## src/rtl/uart_tx_arbiter.sv

```systemverilog
// ---------------------------------------------------------------------------
// uart_tx_arbiter
//   Shares a single uart_tx / baud_rate_generator pair among NREQ byte
//   requesters. Requesters are served round-robin. A granted byte is accepted
//   with a one-cycle req_ready pulse. The byte is then launched with a
//   one-cycle tx_start pulse. The arbiter waits for tx_done_tick, and a
//   watchdog abandons the frame if the tick never arrives. The arbiter also
//   owns the baud divisor. Divisor writes are applied only between frames.
//
// Ports
//   clk, rst          system clock, synchronous active-high reset
//   req_valid/data    per-requester byte offer (byte i at [i*DBIT +: DBIT])
//   req_ready         one-hot accept pulse to the granted requester
//   cfg_wr/value      divisor write port
//   final_value       divisor driven to the baud generator
//   baud_enable       baud generator enable (START..WAIT only)
//   tx_start/tx_din   frame launch pulse and byte to uart_tx
//   tx_done_tick      frame-complete pulse from uart_tx
//   busy              high whenever the arbiter is not idle
//   grant_id          current / last granted requester
//   tx_err            one-cycle pulse when the watchdog expires
// ---------------------------------------------------------------------------
module uart_tx_arbiter #(
    parameter int NREQ     = 4,
    parameter int DBIT     = 8,
    parameter int WIDTH    = 10,
    parameter int FV_RESET = 650,
    parameter int TIMEOUT  = 65535
) (
    input  logic                      clk,
    input  logic                      rst,
    input  logic [NREQ-1:0]           req_valid,
    input  logic [NREQ*DBIT-1:0]      req_data,
    output logic [NREQ-1:0]           req_ready,
    input  logic                      cfg_wr,
    input  logic [WIDTH-1:0]          cfg_final_value,
    output logic [WIDTH-1:0]          final_value,
    output logic                      baud_enable,
    output logic                      tx_start,
    output logic [DBIT-1:0]           tx_din,
    input  logic                      tx_done_tick,
    output logic                      busy,
    output logic [$clog2(NREQ)-1:0]   grant_id,
    output logic                      tx_err
);

    localparam int IDW = $clog2(NREQ);
    localparam int WDW = $clog2(TIMEOUT + 1);
    localparam logic [WDW-1:0]  WDOG_LAST = WDW'(TIMEOUT - 1);
    localparam logic [NREQ-1:0] REQ_ONE   = {{(NREQ-1){1'b0}}, 1'b1};
    localparam logic [IDW-1:0]  ID_LAST   = IDW'(NREQ - 1);

    typedef enum logic [1:0] {
        ST_IDLE  = 2'd0,
        ST_LOAD  = 2'd1,
        ST_START = 2'd2,
        ST_WAIT  = 2'd3
    } state_t;

    state_t             state_r;
    logic [IDW-1:0]     rr_ptr_r;
    logic [WIDTH-1:0]   pending_r;
    logic               pending_valid_r;
    logic [WDW-1:0]     wdog_r;

    logic [IDW-1:0]     winner_s;
    logic               any_valid_s;
    logic [IDW-1:0]     scan_idx_s;
    logic [IDW-1:0]     next_ptr_s;

    // Round-robin pick: scan from the highest offset down so the requester
    // closest to rr_ptr (offset 0) is the last writer and therefore wins.
    always_comb begin
        winner_s    = {IDW{1'b0}};
        any_valid_s = 1'b0;
        scan_idx_s  = {IDW{1'b0}};
        for (int i = NREQ - 1; i >= 0; i--) begin
            scan_idx_s = IDW'((int'(rr_ptr_r) + i) % NREQ);
            if (req_valid[scan_idx_s]) begin
                winner_s    = scan_idx_s;
                any_valid_s = 1'b1;
            end else begin
                winner_s    = winner_s;
                any_valid_s = any_valid_s;
            end
        end
    end

    // Pointer position after the current grant finishes (wraps at NREQ).
    always_comb begin
        if (grant_id == ID_LAST) begin
            next_ptr_s = {IDW{1'b0}};
        end else begin
            next_ptr_s = grant_id + IDW'(1);
        end
    end

    // Arbiter FSM with all outputs registered alongside the state.
    always_ff @(posedge clk) begin
        if (rst) begin
            state_r         <= ST_IDLE;
            rr_ptr_r        <= {IDW{1'b0}};
            pending_r       <= {WIDTH{1'b0}};
            pending_valid_r <= 1'b0;
            wdog_r          <= {WDW{1'b0}};
            req_ready       <= {NREQ{1'b0}};
            final_value     <= WIDTH'(FV_RESET);
            baud_enable     <= 1'b0;
            tx_start        <= 1'b0;
            tx_din          <= {DBIT{1'b0}};
            busy            <= 1'b0;
            grant_id        <= {IDW{1'b0}};
            tx_err          <= 1'b0;
        end else begin
            // Pulse outputs default low; each is raised for exactly one state.
            req_ready <= {NREQ{1'b0}};
            tx_start  <= 1'b0;
            tx_err    <= 1'b0;

            // Divisor only moves between frames; writes during a frame are
            // parked in pending (last write wins) and applied at the next idle.
            if (state_r == ST_IDLE) begin
                if (cfg_wr) begin
                    final_value <= cfg_final_value;
                end else if (pending_valid_r) begin
                    final_value <= pending_r;
                end
                pending_valid_r <= 1'b0;
            end else if (cfg_wr) begin
                pending_r       <= cfg_final_value;
                pending_valid_r <= 1'b1;
            end

            case (state_r)
                ST_IDLE: begin
                    if (any_valid_s) begin
                        grant_id  <= winner_s;
                        req_ready <= REQ_ONE << winner_s;
                        busy      <= 1'b1;
                        state_r   <= ST_LOAD;
                    end
                end
                ST_LOAD: begin
                    // Byte is taken even if valid has dropped meanwhile.
                    tx_din      <= req_data[int'(grant_id) * DBIT +: DBIT];
                    tx_start    <= 1'b1;
                    baud_enable <= 1'b1;
                    state_r     <= ST_START;
                end
                ST_START: begin
                    wdog_r  <= {WDW{1'b0}};
                    state_r <= ST_WAIT;
                end
                ST_WAIT: begin
                    if (tx_done_tick) begin
                        rr_ptr_r    <= next_ptr_s;
                        baud_enable <= 1'b0;
                        busy        <= 1'b0;
                        state_r     <= ST_IDLE;
                    end else if (wdog_r == WDOG_LAST) begin
                        tx_err      <= 1'b1;
                        rr_ptr_r    <= next_ptr_s;
                        baud_enable <= 1'b0;
                        busy        <= 1'b0;
                        state_r     <= ST_IDLE;
                    end else begin
                        wdog_r <= wdog_r + WDW'(1);
                    end
                end
                default: begin
                    baud_enable <= 1'b0;
                    busy        <= 1'b0;
                    state_r     <= ST_IDLE;
                end
            endcase
        end
    end

endmodule
```

## config.mk

```make
export PLATFORM = sky130hd
export DESIGN_NAME = uart_tx_arbiter
export DESIGN_NICKNAME = d
export VERILOG_FILES = /design/src/rtl/uart_tx_arbiter.sv
export SDC_FILE = /design/constraint.sdc
export NUM_CORES = 1
export LEC_CHECK = 0
export ABC_AREA = 1
export CAP_MARGIN = 0
export CORE_MARGIN = 2
export CORE_UTILIZATION = 50
export DETAILED_ROUTE_END_ITERATION = 12
export PLACE_DENSITY_LB_ADDON = 0.2
export SLEW_MARGIN = 0
export SYNTH_ARGS = -nofsm -noshare
export SYNTH_HDL_FRONTEND = slang
export SYNTH_SLANG_ARGS = --single-unit
```

## constraint.sdc

```tcl
create_clock -name clk -period 4.1 [get_ports clk]
set_input_delay 0.82 -clock clk [delete_from_list [all_inputs] [get_ports clk]]
set_output_delay 0.82 -clock clk [all_outputs]
set_load 0.01 [all_outputs]
```

==> summary.txt <==
largest cells by area after synthesis = dfxtp_1 38%, nand2_1 11%, nor2_1 9.2%
multi-input logic area = 0.00166 mm2
post-layout utilization of the core = 0.688
synth-to-layout area growth = 31.5%
CTS hold repair buffers = 0
data required time of the worst path = 4270 ps
fin area = 0.00412 mm2
Final setup viols = 0
slew margin rel. = 0.381
Hold Violations, Final = 0
DRT Pass-1 Iters = 4
# Post-CTS Setup Buffers = 0
vias in the first global route = 2973
aggregate global routing overflow = 0
Slew Viols, Final = 0
layout cells sized above 1 = 0.0519
largest area contributor in the netlist = dfxtp_1
Die Y = 83.2 um
crit path capture type = register
Pwr Density = 511 mW/mm2
largest net degree at the start of global routing = 35
post-DP HPWL = 5310 um
delay-heaviest family, CP = buffers and inverters
maximum vdd ir drop = 342 uV
asr flop ratio synth = 0
Die Wd = 83.2 um
Max-cap violations = 0
clock buffer depth = 2
Die ar. = 0.00692 mm2
first-pass GRT wire length = 13000 um
Post-synth top cells = 91 x nand2_1, 77 x nor2_1, 59 x dfxtp_1
Critical Path, Cell by Cell = clkdlybuf4s50_1 > nor2_1 > nor2_1 > inv_1 > nand2_1 > nand3_1
CP Launch Type = primary input
vias per std cell = 5.17
placed cell area = 0.00393 mm2
Worst Path Arrival = 2980 ps
unrepaired setup endpoints after global routing = no
total chip power = 2110 uW
H-tree depth = 3
P_leak = 0.00171 uW
Routability Congestion = 0.897
EDFF count, synth = 0
# rows = 28
Detail Route Antenna Nets = 0
Final #Nets = 592
Final WS setup = 1300 ps
FF+latch area = 0.00118 mm2
Cell Area, Synth = 0.00313 mm2
Hold Crit Class = register to register
ANT cells = 0
Gate Count Post-Synth = 462
Iter 0 DRT Violations = 134
IO Port Bufs = 77
Worst Path Buf+Inv = 2
Synth cell types = 30
FILL cells = 515
FMAX = 0.357 GHz
worst slew pin tran = 925 ps
Routed WL per cell = 12.1 um
I/O pins = 78
Yosys reg bits = 59
most instantiated library cell after synthesis = nand2_1
crit path kind = primary input to register
initial antenna violation count = 0
Slowest-stage cell, CP = clkdlybuf4s50_1
CTS resizes = 0
Max FO, Critical Path = 22
setup TNS = 0 ps
Worst-Skew Late Latency = 330 ps
Mean Syn Cell Area = 6.78 um2
DRC violations left = 0
clock slew at reported path FFs = 70 ps
vias = 3172
clock sink total = 59
WL final = 7440 um
overall routing resource usage = 0.225
Top FF cell, synth = dfxtp_1
status = finished clean
r2r setup slk = 2080 ps
core area = 0.00599 mm2
top-area cell type share of the netlist area = 0.377
synth warn = 0
CTS root buffer = clkbuf_8
slowest stage delay, CP = 920 ps
Final Cycle Share = 0.684
dpl ws = 943 ps
CTS Buf Count = 9
cell mode on critical path = nor2_1
Starting Density = 0.523
syn_nets = 519
Period minus WS final = 2800 ps
Setup Skew = 7.78 ps
CTS tree = yes
Seq/Total Area, Yosys = 0.377
## where the power goes
part           internal, uW  switching (uW)  leakage (uW)
sequential              705             101      0.000483
clock                   310             211     0.0000995
combinational           359             422       0.00113
## metrics by stage
stage / hold WS (ps) / cells
finish: 462 / 614
global route: 478 / 614
CTS: 463 / 614
detailed placement: 453 / 599
global placement: 440 / 599
floorplan: 430 / 462
## worst paths after layout
kind	from	cells past startpoint	end
max	cfg_wr	6	final_value[3]$_SDFFE_PP1P_
min	pending_r[2]$_SDFFE_PP0P_	2	pending_r[2]$_SDFFE_PP0P_
max reg2reg	state_r[0]$_SDFFE_PP0P_	7	final_value[3]$_SDFFE_PP1P_
min reg2reg	pending_r[2]$_SDFFE_PP0P_	2	pending_r[2]$_SDFFE_PP0P_
## worst min-delay path, stage by stage (launching register included)
cell,delay (ps)
dfxtp_1,300
inv_1,60
a21oi_1,60
## kinds of logic (layout without fill, tap and decap cells)
kind of cell | Yosys count | after routing | share of synthesized area
and+or+nand+nor | 212 | 212 | 0.287
AOI/OAI and AO/OA | 98 | 98 | 0.174
buffers and inverters | 72 | 149 | 0.0918
DFF | 59 | 59 | 0.377
muxes | 8 | 8 | 0.0256
adders and majority gates | 7 | 7 | 0.0280
xor gates and xnor gates | 6 | 6 | 0.0168
## layer usage
layer / GRT usage / wire length [um]
met5: 0 / 0
met3: 0.0616 / 401
met1: 0.266 / 3390
met2: 0.389 / 3550
met4: 0.0820 / 89
## final cells by class
cell class	instances	share of cell area
Clock inverter	2	0.00850
Multi-Input combinational cell	331	0.404
Timing Repair Buffer	78	0.189
Tap cell	75	0.0228
Inverter	56	0.0510
Sequential cell	59	0.287
Clock buffer	13	0.0386
## state kept, by name, summed over array words and instances, names as in the netlist
register         count
state_r              2
tx_din               8
busy                 1
pending_r           10
pending_valid_r      1
baud_enable          1
rr_ptr_r             2
tx_err               1
wdog_r              16
final_value         10
req_ready            4
tx_start             1
grant_id             2
## cells in the final DEF, fill, tap and decap left out, types with 2 or more instances in the layout
master,synthesis,layout
o221ai_1,8,8
clkbuf_1,12,2
a21oi_1,37,37
nor3_1,3,3
o21bai_1,2,2
nand2_1,91,91
ha_1,7,7
clkbuf_8,0,11
nand3_1,26,26
mux2i_1,8,8
nand2_2,4,4
nor2_2,2,2
o21ai_1,2,2
inv_1,54,54
dfxtp_1,59,59
clkdlybuf4s50_1,0,77
o21ai_0,42,42
xor2_1,5,5
nor2_4,2,2
nor2_1,77,77
a21oi_2,2,2
nand4_1,4,4
o211ai_1,4,4
No activity file was read; power rests on OpenSTA's default activity.
